--- config.mk ---
export PLATFORM = sky130hd
export DESIGN_NAME = ft600_word_fifo
export DESIGN_NICKNAME = d
export VERILOG_FILES = /design/src/rtl/ft600_pkg.sv /design/src/rtl/ft600_word_fifo.sv
export SDC_FILE = /design/constraint.sdc
export NUM_CORES = 1
export LEC_CHECK = 0
export BUFFER_PORTS_ARGS = -buffer_cell sky130_fd_sc_hd__buf_4
export CAP_MARGIN = 10
export CELL_PAD_IN_SITES_DETAIL_PLACEMENT = 0
export CELL_PAD_IN_SITES_GLOBAL_PLACEMENT = 1
export CORE_ASPECT_RATIO = 2
export CORE_MARGIN = 4
export CORE_UTILIZATION = 49
export CTS_CLUSTER_DIAMETER = 50
export DETAILED_ROUTE_END_ITERATION = 16
export PLACE_DENSITY = 0.72
export SETUP_SLACK_MARGIN = 0.1
export SYNTH_ARGS = -nofsm -noshare
export SYNTH_HDL_FRONTEND = slang
export SYNTH_SLANG_ARGS = --single-unit
--- constraint.sdc ---
create_clock -name clk -period 2.6 [get_ports clk]
set_input_delay 0.13 -clock clk [delete_from_list [all_inputs] [get_ports clk]]
set_output_delay 0.13 -clock clk [all_outputs]
set_load 0.02 [all_outputs]
--- src/rtl/ft600_pkg.sv ---
// Shared types and constants for the FT600 245-mode FIFO bus chip model.
package ft600_pkg;

    localparam int unsigned DATA_W = 16;
    localparam int unsigned BE_W   = 2;

    typedef struct packed {
        logic [BE_W-1:0]   be;
        logic [DATA_W-1:0] data;
    } ft_word_t;

    localparam logic [BE_W-1:0] BE_BOTH = 2'b11;
    localparam logic [BE_W-1:0] BE_HI   = 2'b10;
    localparam logic [BE_W-1:0] BE_NONE = 2'b00;

endpackage

--- src/rtl/ft600_word_fifo.sv ---
// Synchronous first-word-fall-through FIFO of bus words; head is visible on dout
// whenever the FIFO is non-empty.
module ft600_word_fifo
    import ft600_pkg::*;
#(
    parameter  int unsigned DEPTH = 16,
    localparam int unsigned AW    = $clog2(DEPTH),
    localparam int unsigned CW    = AW + 1
) (
    input  logic          clk,
    input  logic          rst,
    input  logic          push,
    input  ft_word_t      din,
    input  logic          pop,
    output ft_word_t      dout,
    output logic [CW-1:0] count,
    output logic          full,
    output logic          empty
);

    ft_word_t        mem [DEPTH];
    logic [AW-1:0]   wr_ptr;
    logic [AW-1:0]   rd_ptr;
    logic            do_push;
    logic            do_pop;

    // Requests against a full/empty FIFO are ignored rather than corrupting state.
    assign do_push = push & ~full;
    assign do_pop  = pop & ~empty;

    always_ff @(posedge clk) begin
        if (rst) begin
            wr_ptr <= '0;
            rd_ptr <= '0;
            count  <= '0;
        end else begin
            if (do_push) wr_ptr <= wr_ptr + AW'(1);
            if (do_pop)  rd_ptr <= rd_ptr + AW'(1);
            case ({do_push, do_pop})
                2'b10:   count <= count + CW'(1);
                2'b01:   count <= count - CW'(1);
                default: count <= count;
            endcase
        end
    end

    // Storage carries no reset; the pointers define what is valid.
    always_ff @(posedge clk) begin
        if (do_push) mem[wr_ptr] <= din;
    end

    assign dout  = mem[rd_ptr];
    assign full  = (count == CW'(DEPTH));
    assign empty = (count == '0);

endmodule

# Yosys cells after proc, flatten, opt, wreduce, memory -nomap -nowiden
# Memories as Yosys holds them, arrays and structs flattened. A register that Yosys moved wholly into a read port is not among the register bits.
# Cells that the tools add are included.
# Widths: inputs -> output; s select.
classes:
  reduce_logical: 2
  n_bitwise: 4
  mux: 5
  n_eq_ne: 3
  add_sub_neg: 4
op_table:
  columns: ["cell", "n"]
  rows:
  - ["$pmux 5 s2", 1]
  - ["$add 4x1->4 const B", 2]
  - ["$mux 4", 2]
  - ["$add 5x1->5 const B", 1]
  - ["$eq 5x5->1 const B", 1]
  - ["$logic_not 5->1", 1]
  - ["$sub 5x1->5 const B", 1]
  - ["$and 1x1->1", 2]
  - ["$eq 2x1->1 const B", 1]
  - ["$eq 2x2->1 const B", 1]
  - ["$mux 1", 2]
  - ["$not 1->1", 2]
  - ["$reduce_bool 2->1", 1]
totals:
  out_inout_bits: 25
  ram_bits: 288
  inputBits: 22
  memories: 1
  elab_cells: 22
  register_bits: 13
memory_table:
  columns: ["memory", "depth", "width", "read_ports", "rd_ports_with_merged_regs", "write_ports", "line", "text"]
  rows:
  - ["mem", 16, 18, 1, 1, 1, "ft600_word_fifo.sv:21", "ft_word_t mem [DEPTH];"]

# Depth between registers and ports, before layout
# Gate-level depths: netlist of run 1.
depth:
  depth_word: 5
  depth_mapped: 12
  depth_no_buf: 9

# Least setup slack after synthesis of run 1
# No wires, ideal clock.
synth_timing:
  path_type: "reg-to-reg"
  from: "reg count[2]"
  to: "reg count[2]"
  required_time_ns: 2.529
  t_arrival_ns: 2.856
  slack_ns: -0.327
  setup_time_ns: 0.071
  path_stages_with_launch: 13
  n_path_buf: 3
  synth_period_minus_slack_ns: 2.927
  cell_sequence: "dfxtp_1 -> clkbuf_1 -> or4_1 -> buf_2 -> o21a_4 -> inv_2 -> ha_1 -> clkbuf_1 -> xor2_1 -> ha_1 -> o21a_1 -> or4_1 -> a21oi_1"
synth_between:
  elab_chain_len: 5
  elab_cells_between_ends: 12
  cone_classes: "add/sub: 2; eq/ne: 3; mux: 1; bitwise: 4; reduce/logical: 2"
synth_rtl:
  columns: ["item", "line", "text"]
  rows:
  - ["start, declared", "ft600_word_fifo.sv:16", "output logic [CW-1:0] count,"]
  - ["start signal, assigned", "ft600_word_fifo.sv:40", "2'b10: count <= count + CW'(1);"]
  - ["start signal, assigned", "ft600_word_fifo.sv:41", "2'b01: count <= count - CW'(1);"]
  - ["start signal, assigned", "ft600_word_fifo.sv:42", "default: count <= count;"]
  - ["$eq 5x5->1 or $logic_not 5->1 (tied branches)", "ft600_word_fifo.sv:53, ft600_word_fifo.sv:54", null]
  - ["$not 1->1, on equally long branches", "ft600_word_fifo.sv:28, ft600_word_fifo.sv:29", null]
  - ["$and 1x1->1, on equally long branches", "ft600_word_fifo.sv:28, ft600_word_fifo.sv:29", null]
  - ["$eq 2x1->1 or $eq 2x2->1 (tied branches)", "ft600_word_fifo.sv:39", "case ({do_push, do_pop})"]
  - ["$pmux 5 s2 or $reduce_bool 2->1 (tied branches)", null, null]
# Parallel ways exist; a longest one is shown, timed or not.
# A chain may end at the register's enable or synchronous reset.

==> run summary, run 1 <==
### Outcome
- **outcome** complete, no violations

### STA
- **Final period util** 98.6%
- **RSZ-0062 raised after global routing** yes
- **Max Freq** 390 MHz
- **final hold violation count** 0
- **final setup TNS** 0 ns
- **time the final worst path needs with I/O delays and setup** 2.56 ns
- **relative max-transition margin** 56.2%
- **slew at the pin closest to its max-slew limit** 0.655 ns
- **setup-violating endpoint count in the final report** 0
- **Fin Clk Skew** 0.0141 ns
- **Final Worst Setup Slack** 0.0365 ns
- **tightest hold margin** 0.0308 ns
- **number of pins exceeding their max-slew limit in the final report** 0

### Final layout
- **layout overhead on the synthesized area** 19.1%
- **Inserted Diodes** 0
- **count of placed standard cells in the final layout, fillers left out** 946
- **number of nets in the layout** 671
- **layout cells sized above 1** 36.9%
- **post-layout util** 59.5%

### Global routing
- **overflow left after global routing** 0
- **Global Route Usage Sum** 18.5%
- **global-route wire length before repair** 37600 µm
- **antenna violations before repair** 0
- **via count of the first global-routing pass** 6091
- **largest net degree at the start of global routing** 24

### Routing
- **count of vias placed by the detailed router** 5702
- **post-route antenna net violation count** 0
- **number of DRC markers in iteration 0** 371
- **Remaining DRCs** 0
- **Routed Wire Length** 25000 µm
- **drt wl/cell** 26.4 µm
- **per-cell via count in the routed design** 6.03
- **number of iterations in the first detailed-routing pass** 5

### Critical path
- **cell breakdown of the critical path** buf_12 > buf_12 > mux4_2 > mux4_2 > buf_6
- **buffers and inverters on the worst path** 3
- **Critical Path AT** 2.43 ns
- **Top Family by Delay on Critical Path** multiplexers
- **delay contributed by the slowest stage of the critical path** 0.53 ns
- **slowest library cell on the worst path** sky130_fd_sc_hd__mux4_2
- **Critical Path RT** 2.47 ns
- **kind of critical path** flop to output pin
- **critical path depth in cells** 5
- **type of element launching the critical path** flop
- **endpoint kind of the worst setup timing path** output pin
- **depth of the worst register-to-register path** 9
- **maximum fanout count along the critical path** 7

### Synth
- **number of enable-type register cells in the synthesized netlist** 288
- **most numerous cell in the Yosys netlist** sky130_fd_sc_hd__edfxtp_1
- **cell type contributing the most total cell area after synthesis** sky130_fd_sc_hd__edfxtp_1
- **Avg Cell Area, Syn** 22.8 µm²
- **netlist area before placement** 12000 µm²
- **cells taking the most area after synthesis** sky130_fd_sc_hd__edfxtp_1 72%, sky130_fd_sc_hd__mux4_2 11%, sky130_fd_sc_hd__mux4_1 7.0%
- **syn_nets** 556
- **share of flip-flops with an asynchronous set or reset after synthesis** 0%
- **synthesized netlist cell count** 526
- **top cell types by occurrence after synthesis** 288 x sky130_fd_sc_hd__edfxtp_1, 58 x sky130_fd_sc_hd__mux4_2, 32 x sky130_fd_sc_hd__mux4_1
- **yosys synthesis warning count** 0
- **Yosys reg bits** 305
- **Seq/Total Area, Yosys** 74.9%
- **count of distinct cell types in the synthesized netlist** 43
- **Most used DFF post-synth** sky130_fd_sc_hd__edfxtp_1
- **top cell type's share of synthesized area** 72.1%

### Die
- **Die X-Extent** 119 µm
- **full die area** 27200 µm²
- **chip height** 229 µm
- **core region area** 24000 µm²
- **initial cell density of the core** 50.0%
- **number of ports placed on the die boundary** 47
- **count of standard-cell rows** 80

### Place
- **number of placed cells counting well taps** 869
- **routability-driven placement congestion ratio** 0.759
- **post-place setup slack** 0.0677 ns
- **half-perimeter wire length after placement** 15100 µm
- **IO Port Bufs** 46

### Clock network
- **Max H-tree Level** 1
- **clock transition time at the flip-flop clock pins of the worst setup and hold paths** 0.06 ns
- **Clock Latency Late Sink** 0.53 ns
- **buffer type at the clock tree root** sky130_fd_sc_hd__clkbuf_16
- **worst-case clock buffer depth** 3
- **CTS sink count** 305
- **clock buffer count from CTS** 25
- **clock tree from TritonCTS** done

### Min path
- **type of the most critical hold path** input pin to flop
- **number of instances on the worst hold path** 4

### Power
- **reported leakage power** 0.00459 µW
- **power density relative to cell area** 865 nW/µm²
- **Max rail drop VDD** 834 µV

### Flow run
- **number of maximum-capacitance constraint violations** 0

tightest hold or removal path: stages:
cell,delay (ns)
sky130_fd_sc_hd__buf_4,0.14
sky130_fd_sc_hd__o211ai_1,0.10
sky130_fd_sc_hd__xor2_1,0.07
sky130_fd_sc_hd__nor2_1,0.07
layout make-up:
cell class                 instances  area, µm²
clock inverter                     6       80.1
sequential                       305       9000
timing repair buffer             117       1280
tap                              287        359
inverter                           7       26.3
clock buffer                      39        718
fill                            1720       9730
multi-input combinational        185       2830
state kept, by name (all words and copies together) (netlist names), named ones only:
signal	cells
mem	288
wr_ptr	4
rd_ptr	4
count	5
routing by layer:
| layer | wire, µm | track usage, % |
|---|---|---|
| met3 | 965 | 2.22 |
| met2 | 14000 | 33.6 |
| met1 | 9250 | 22.7 |
| met4 | 813 | 6.86 |
| met5 | 0 | 0 |
cells by family (layout without fill, tap and decap cells):
kind of cell | count (synthesis) | after routing | share of synthesized area [%]
compound gates | 21 | 21 | 1.44
buf+inv | 36 | 169 | 1.88
fa+ha+maj | 8 | 8 | 0.834
xor+xnor | 8 | 8 | 0.584
mux | 93 | 93 | 18.1
flops | 305 | 305 | 74.9
simple gates | 55 | 55 | 2.24
power by group:
group | switching, µW | total, µW | internal (µW) | leakage, µW
registers | 115 | 5690 | 5580 | 0.00274
logic | 1430 | 2990 | 1570 | 0.00146
clock network | 1580 | 3680 | 2090 | 0.000384
total | 3120 | 12400 | 9240 | 0.00459
final timing paths:
| check | from | end | slack [ns] |
|---|---|---|---|
| worst max-delay path | flop | dout[15] | 0.04 |
| worst min-delay path | push | wr_ptr[3] | 0.03 |
| worst max register to register | count[0] | count[2] | 0.12 |
| worst min register to register | rd_ptr[2] | flop | 0.54 |
stage by stage:
step	cell area (µm²)	total power, µW
2_1_floorplan	12100	7550
3_3_place_gp	13000	8260
3_5_place_dp	13000	8350
4_1_cts	14200	12400
5_1_grt	14300	12800
6_report	14300	12400
what timing repair did:
item                                    in CTS  in global routing
cloned                                       5                  2
endpoints found under the hold margin      302                  0
pin swaps                                    1                  8
endpoints found under the setup margin      19                 20
setup buffers                                6                  0
hold buffers                                19                  0
resized for setup                           41                 10
layout by cell type, fill, tap and decap left out, types with 4 or more instances in the layout:
cell and count:
sky130_fd_sc_hd__inv_1 5, sky130_fd_sc_hd__nor2_1 14, sky130_fd_sc_hd__buf_16 5, sky130_fd_sc_hd__clkbuf_8 4, sky130_fd_sc_hd__buf_12 13, sky130_fd_sc_hd__buf_4 64
sky130_fd_sc_hd__o21a_1 4, sky130_fd_sc_hd__ha_1 6, sky130_fd_sc_hd__nor3_4 4, sky130_fd_sc_hd__buf_6 13, sky130_fd_sc_hd__nand2_1 6, sky130_fd_sc_hd__nor2_2 12
sky130_fd_sc_hd__clkbuf_16 27, sky130_fd_sc_hd__edfxtp_1 288, sky130_fd_sc_hd__dlygate4sd3_1 19, sky130_fd_sc_hd__dfxtp_1 11, sky130_fd_sc_hd__clkbuf_1 10, sky130_fd_sc_hd__mux4_2 78
sky130_fd_sc_hd__mux4_1 12, sky130_fd_sc_hd__xor2_1 7
Note: power is estimated with default switching activity, not from simulation.
==> inputs of run 2 (changes only) <==
--- a/config.mk
+++ b/config.mk
@@ -11,10 +11,11 @@
 export CELL_PAD_IN_SITES_GLOBAL_PLACEMENT = 1
 export CORE_ASPECT_RATIO = 2
 export CORE_MARGIN = 4
-export CORE_UTILIZATION = 49
+export CORE_UTILIZATION = 40
+export CTS_BUF_LIST = sky130_fd_sc_hd__clkbuf_4 sky130_fd_sc_hd__clkbuf_8
 export CTS_CLUSTER_DIAMETER = 50
 export DETAILED_ROUTE_END_ITERATION = 16
-export PLACE_DENSITY = 0.72
+export PLACE_DENSITY = 0.6
 export SETUP_SLACK_MARGIN = 0.1
 export SYNTH_ARGS = -nofsm -noshare
 export SYNTH_HDL_FRONTEND = slang
==> run 2 against run 1 <==
  * Cell count is 11% higher
  * Hold slack better by 0.40 ns
  * Critical path depth stayed put
  * First-iteration DRC count is 22% higher
  * Core utilization is 11 points lower
  * Power is 0.20% higher
  * Sequential share of layout area is 0.28 points lower
  * Register-to-register slack worse by 0.02 ns
  * Routed wire length is 4.9% higher
  * Die area is 21% higher
  * Worst setup slack worse by 0.025 ns
  * Non-clock buffer count is 4 lower
  * Largest cell class unchanged
  * Largest power group unchanged
==> run summary, run 2 (synthesis results as in run 1) <==
### Routing
- **number of iterations in the first detailed-routing pass** 5, unchanged
- **drt wl/cell** 25.0 µm, -5.3%
- **post-route antenna net violation count** 0, unchanged
- **per-cell via count in the routed design** 5.45, -9.6%
- **Routed Wire Length** 26200 µm, +4.9%
- **number of DRC markers in iteration 0** 451, +22%
- **count of vias placed by the detailed router** 5711, +0.16%
- **Remaining DRCs** 0, unchanged

### Clock network
- **buffer type at the clock tree root** sky130_fd_sc_hd__clkbuf_8
- **Clock Latency Late Sink** 0.54 ns, about the same
- **worst-case clock buffer depth** 3, unchanged
- **clock buffer count from CTS** 42, +68%
- **CTS sink count** 305, unchanged
- **clock tree from TritonCTS** done
- **Max H-tree Level** 2, +1
- **clock transition time at the flip-flop clock pins of the worst setup and hold paths** 0.06 ns, about the same

### Final layout
- **number of flip-flops in the largest register** 288, unchanged
- **largest registers ranked by flip-flop count** mem x288, count x5
- **post-layout util** 48.6%, -11 points
- **layout overhead on the synthesized area** 19.6%
- **total of fill cells in the finished design** 2371, +38%
- **commonest non-fill, non-tap cell in the layout** sky130_fd_sc_hd__edfxtp_1
- **count of placed standard cells in the final layout, fillers left out** 1048, +11%
- **layout cells sized above 1** 40.1%, +3.2 points
- **number of nets in the layout** 684, +1.9%
- **register containing the most flip-flops in the final layout** mem
- **most used cells in the layout excluding fill and tap cells** 288 x sky130_fd_sc_hd__edfxtp_1, 80 x sky130_fd_sc_hd__mux4_2, 61 x sky130_fd_sc_hd__buf_4

### STA
- **Final period util** 99.6%, +0.97 points
- **Max Freq** 386 MHz, -0.97%
- **tightest hold margin** 0.433 ns, +0.402 ns
- **Final Worst Setup Slack** 0.0113 ns, -0.0252 ns
- **relative max-transition margin** 63.5%, +7.3 points
- **Fin Clk Skew** 0.0180 ns, +0.00392 ns
- **RSZ-0062 raised after global routing** yes
- **number of pins exceeding their max-slew limit in the final report** 0, unchanged
- **setup-violating endpoint count in the final report** 0, unchanged
- **slew at the pin closest to its max-slew limit** 0.547 ns, -0.108 ns
- **final hold violation count** 0, unchanged
- **time the final worst path needs with I/O delays and setup** 2.59 ns, +0.0252 ns

### Place
- **IO Port Bufs** 46, unchanged
- **number of placed cells counting well taps** 937, +7.8%
- **half-perimeter wire length after placement** 14500 µm, -3.9%
- **post-place setup slack** 0.0169 ns, -0.0509 ns
- **routability-driven placement congestion ratio** 0.754, -0.62%

### Global routing
- **overflow left after global routing** 0, unchanged
- **global-route wire length before repair** 39700 µm, +5.4%
- **via count of the first global-routing pass** 6263, +2.8%
- **largest net degree at the start of global routing** 73, +200%
- **antenna violations before repair** 1, +1
- **Global Route Usage Sum** 16.5%, -2.0 points

### Die
- **Die X-Extent** 130 µm, +10%
- **chip height** 253 µm, +10%
- **initial cell density of the core** 40.7%, -9.3 points
- **count of standard-cell rows** 89, +11%
- **full die area** 33000 µm², +21%
- **number of ports placed on the die boundary** 47, unchanged
- **core region area** 29500 µm², +23%

### Power
- **Max rail drop VDD** 574 µV, -31%
- **total power draw** 12400 µW, +0.20%
- **reported leakage power** 0.00461 µW, +0.40%
- **power density relative to cell area** 863 nW/µm², -0.21%

### Critical path
- **type of element launching the critical path** flop
- **Critical Path AT** 2.46 ns, +0.03 ns
- **maximum fanout count along the critical path** 10, +3
- **endpoint kind of the worst setup timing path** output pin
- **Critical Path RT** 2.47 ns, about the same
- **kind of critical path** flop to output pin

### Min path
- **type of the most critical hold path** input pin to flop

### Outcome
- **outcome** complete, no violations

### Flow run
- **number of maximum-capacitance constraint violations** 0, unchanged

==> run 2: critical path, stage by stage, from the launching register on <==
cell and delay [ns]:
sky130_fd_sc_hd__dfxtp_4 0.40, sky130_fd_sc_hd__buf_12 0.16, sky130_fd_sc_hd__buf_16 0.16, sky130_fd_sc_hd__mux4_2 0.51
sky130_fd_sc_hd__mux4_2 0.52, sky130_fd_sc_hd__buf_6 0.16
==> run 2: final cells by class <==
type / instances / area (µm²) / share of cell area (%)
Timing Repair Buffer: 113 / 1190 / 8.33
Clock buffer: 59 / 724 / 5.05
Sequential cell: 305 / 9000 / 62.7
Clock inverter: 14 / 118 / 0.819
Inverter: 7 / 28.8 / 0.201
Tap cell: 364 / 455 / 3.17
Multi-Input combinational cell: 185 / 2830 / 19.7
Antenna cell: 1 / 2.50 / 0.0174
==> run 2: timing repair <==
| item | 4_1_cts | 5_1_grt |
|---|---|---|
| cloned | 5 | 2 |
| endpoints found under the setup margin | 19 | 20 |
| hold endpoints to repair | 302 | 0 |
| setup buffers | 8 | 1 |
| pin swaps | 7 | 1 |
| hold buffers | 21 | 0 |
| resized for setup | 44 | 9 |
==> run 2: path summary, 6_finish.rpt <==
| check | startpoint | slack [ns] | cells after the start | to |
|---|---|---|---|---|
| worst min-delay path | din[10] | 0.43 | 2 | mem[12][10] |
| worst min register to register | rd_ptr[2] | 0.56 | 2 | flop |
| worst max register to register | count[3] | 0.10 | 9 | count[2] |
| worst max-delay path | flop | 0.01 | 5 | dout[1] |
==> run 2: metrics by stage <==
stage	cell area [µm²]	TNS, ns
after CTS	14300	-0.173
after detailed placement	13000	0
after global routing	14400	-0.330
after global placement	13000	0
final	14400	0
after floorplan	12100	-0.140
==> run 2: metal layers <==
layer | vias to the layer above | routed length (µm) | GRT usage [%]
met5 | - | 0 | 0
met4 | 0 | 556 | 5.44
met3 | 33 | 841 | 2.24
met2 | 112 | 15200 | 30.4
met1 | 3090 | 9610 | 19.6
li1 | 2476 | - | -
==> run 2: where the power goes <==
group	internal [µW]	total, µW	switching, µW
logic	1600	3030	1440
clock network	2000	3680	1680
registers	5580	5680	96.9
total	9170	12400	3220
==> inputs of run 3 (changes only) <==
--- a/config.mk
+++ b/config.mk
@@ -15,7 +15,7 @@
 export CTS_BUF_LIST = sky130_fd_sc_hd__clkbuf_4 sky130_fd_sc_hd__clkbuf_8
 export CTS_CLUSTER_DIAMETER = 50
 export DETAILED_ROUTE_END_ITERATION = 16
-export PLACE_DENSITY = 0.6
+export PLACE_DENSITY = 0.58
 export SETUP_SLACK_MARGIN = 0.1
 export SYNTH_ARGS = -nofsm -noshare
 export SYNTH_HDL_FRONTEND = slang
==> constraint.sdc (replaced) <==
create_clock -name clk -period 2.92 [get_ports clk]
set_input_delay 0.146 -clock clk [delete_from_list [all_inputs] [get_ports clk]]
set_output_delay 0.146 -clock clk [all_outputs]
set_load 0.02 [all_outputs]
==> run 3 against run 2 <==
  * Hold slack worse by 0.35 ns
  * Final area is 1.6% lower
  * First-iteration DRC count is 2.9% lower
  * Die area stayed put
  * Sequential power is 10% lower
  * Core utilization is 0.78 points lower
  * Register-to-register slack better by 0.16 ns
  * Via count is 0.63% lower
  * Flip-flop and latch count stayed put
  * Critical path type unchanged
==> run summary, run 3 (synthesis results as in run 1) <==
### Outcome
- **outcome** complete, no violations

### Die
- **core region area** 29500 µm², unchanged
- **number of ports placed on the die boundary** 47, unchanged
- **count of standard-cell rows** 89, unchanged
- **initial cell density of the core** 40.7%, unchanged
- **Die X-Extent** 130 µm, unchanged
- **full die area** 33000 µm², unchanged
- **chip height** 253 µm, unchanged

### Power
- **power density relative to cell area** 759 nW/µm², -12%
- **reported leakage power** 0.00460 µW, -0.15%
- **Max rail drop VDD** 523 µV, -8.9%
- **total power draw** 10700 µW, -13%

### Critical path
- **Critical Path AT** 2.58 ns, +0.12 ns
- **cell breakdown of the critical path** buf_12 > mux4_1 > mux4_2 > buf_4
- **type of element launching the critical path** flop
- **maximum fanout count along the critical path** 20, +10
- **delay contributed by the slowest stage of the critical path** 0.63 ns, +0.11 ns
- **slowest library cell on the worst path** sky130_fd_sc_hd__mux4_1
- **kind of critical path** flop to output pin
- **Critical Path RT** 2.77 ns, +0.30 ns
- **endpoint kind of the worst setup timing path** output pin

### Routing
- **Remaining DRCs** 0, unchanged
- **Routed Wire Length** 26100 µm, -0.26%
- **count of vias placed by the detailed router** 5675, -0.63%
- **per-cell via count in the routed design** 5.42, -0.54%
- **number of DRC markers in iteration 0** 438, -2.9%
- **number of iterations in the first detailed-routing pass** 4, -1
- **drt wl/cell** 25.0 µm, -0.16%
- **post-route antenna net violation count** 0, unchanged

### Global routing
- **largest net degree at the start of global routing** 45, -38%
- **Global Route Usage Sum** 16.4%, -0.11 points
- **global-route wire length before repair** 39500 µm, -0.40%
- **antenna violations before repair** 0, -1
- **via count of the first global-routing pass** 6373, +1.8%
- **overflow left after global routing** 0, unchanged

### Clock network
- **Max H-tree Level** 2, unchanged
- **buffer type at the clock tree root** sky130_fd_sc_hd__clkbuf_8
- **worst-case clock buffer depth** 3, unchanged
- **clock transition time at the flip-flop clock pins of the worst setup and hold paths** 0.06 ns, about the same
- **Clock Latency Late Sink** 0.54 ns, about the same
- **CTS sink count** 305, unchanged
- **clock tree from TritonCTS** done
- **clock buffer count from CTS** 44, +4.8%

### Final layout
- **layout overhead on the synthesized area** 17.7%
- **number of nets in the layout** 679, -0.73%
- **most used cells in the layout excluding fill and tap cells** 288 x sky130_fd_sc_hd__edfxtp_1, 81 x sky130_fd_sc_hd__buf_4, 58 x sky130_fd_sc_hd__mux4_2
- **layout cells sized above 1** 34.8%, -5.3 points
- **register containing the most flip-flops in the final layout** mem
- **number of flip-flops in the largest register** 288, unchanged
- **commonest non-fill, non-tap cell in the layout** sky130_fd_sc_hd__edfxtp_1
- **Inserted Diodes** 0, -1
- **post-layout util** 47.9%, -0.78 points
- **largest registers ranked by flip-flop count** mem x288, count x5

### Place
- **half-perimeter wire length after placement** 15600 µm, +7.6%
- **routability-driven placement congestion ratio** 0.777, +3.0%
- **IO Port Bufs** 46, unchanged

### STA
- **Final period util** 93.3%
- **RSZ-0062 raised after global routing** no
- **number of pins exceeding their max-slew limit in the final report** 0, unchanged
- **final hold violation count** 0, unchanged
- **Fin Clk Skew** 0.0165 ns, -0.00148 ns
- **slew at the pin closest to its max-slew limit** 0.504 ns, -0.0435 ns
- **setup-violating endpoint count in the final report** 0, unchanged
- **final setup TNS** 0 ns, unchanged
- **time the final worst path needs with I/O delays and setup** 2.72 ns
- **Max Freq** 367 MHz
- **tightest hold margin** 0.0842 ns, -0.349 ns
- **relative max-transition margin** 66.4%, +2.9 points

### Min path
- **type of the most critical hold path** input pin to flop

### Flow run
- **number of maximum-capacitance constraint violations** 0, unchanged

run 3: changes by cell type in the layout (fill, tap and decap cells not counted), moves of 6 or more:
cell	previous run	this run
sky130_fd_sc_hd__mux4_2	80	58
sky130_fd_sc_hd__clkbuf_4	14	8
sky130_fd_sc_hd__mux4_1	10	32
sky130_fd_sc_hd__buf_6	17	1
sky130_fd_sc_hd__buf_16	6	0
sky130_fd_sc_hd__buf_4	61	81
sky130_fd_sc_hd__clkinv_1	6	12
run 3: stage by stage:
stage	std cells	instance area (µm²)	worst slack [ns]
detailed placement	943	13000	0.139
finish	1047	14100	0.196
CTS	1046	14100	0.110
floorplan	526	12000	0.0409
global route	1047	14100	0.103
global placement	943	13000	0.234
run 3: layer usage:
layer / routed length (µm) / vias to the layer above / track usage, %
met5: 0 / - / 0
met4: 685 / 0 / 5.91
met3: 821 / 42 / 2.34
met2: 14900 / 102 / 30.0
met1: 9690 / 3035 / 19.3
li1: - / 2496 / -
run 3: path summary, 6_finish.rpt:
check | slack, ns | to | from | depth (start not counted)
worst max-delay path | 0.20 | dout[15] | flop | 4
worst min-delay path | 0.08 | count[4] | pop | 4
worst max register to register | 0.26 | count[2] | count[0] | 9
worst min register to register | 0.57 | rd_ptr[2] | rd_ptr[2] | 2
run 3: area by class of cell:
| class | count | area (µm²) |
|---|---|---|
| fillers | 2420 | 15400 |
| flip-flops and latches | 305 | 9000 |
| multi-input cells | 185 | 2860 |
| repair buffers | 106 | 895 |
| clock buffers | 57 | 734 |
| well taps | 364 | 455 |
| clock inverters | 23 | 150 |
| inverters | 7 | 26.3 |
run 3: what timing repair did:
item                                    CTS  global route
buffers inserted                          3             1
endpoints found under the hold margin   302             0
gates resized for setup                   1             4
endpoints found under the setup margin   16             6
pin swaps                                 0             1
hold buffers                             20             0
run 3: critical path, delay by kind of cell (launching register included):
family | cells | cell delay (ns)
buffers and inverters | 2 | 0.41
DFF | 1 | 0.49
muxes | 2 | 1.12
run 3: power by group:
group / leakage [µW] / switching [µW] / internal [µW] / total [µW]
combinational: 0.00139 / 1110 / 1090 / 2210
clock: 0.000471 / 1580 / 1820 / 3400
sequential: 0.00274 / 149 / 4960 / 5110
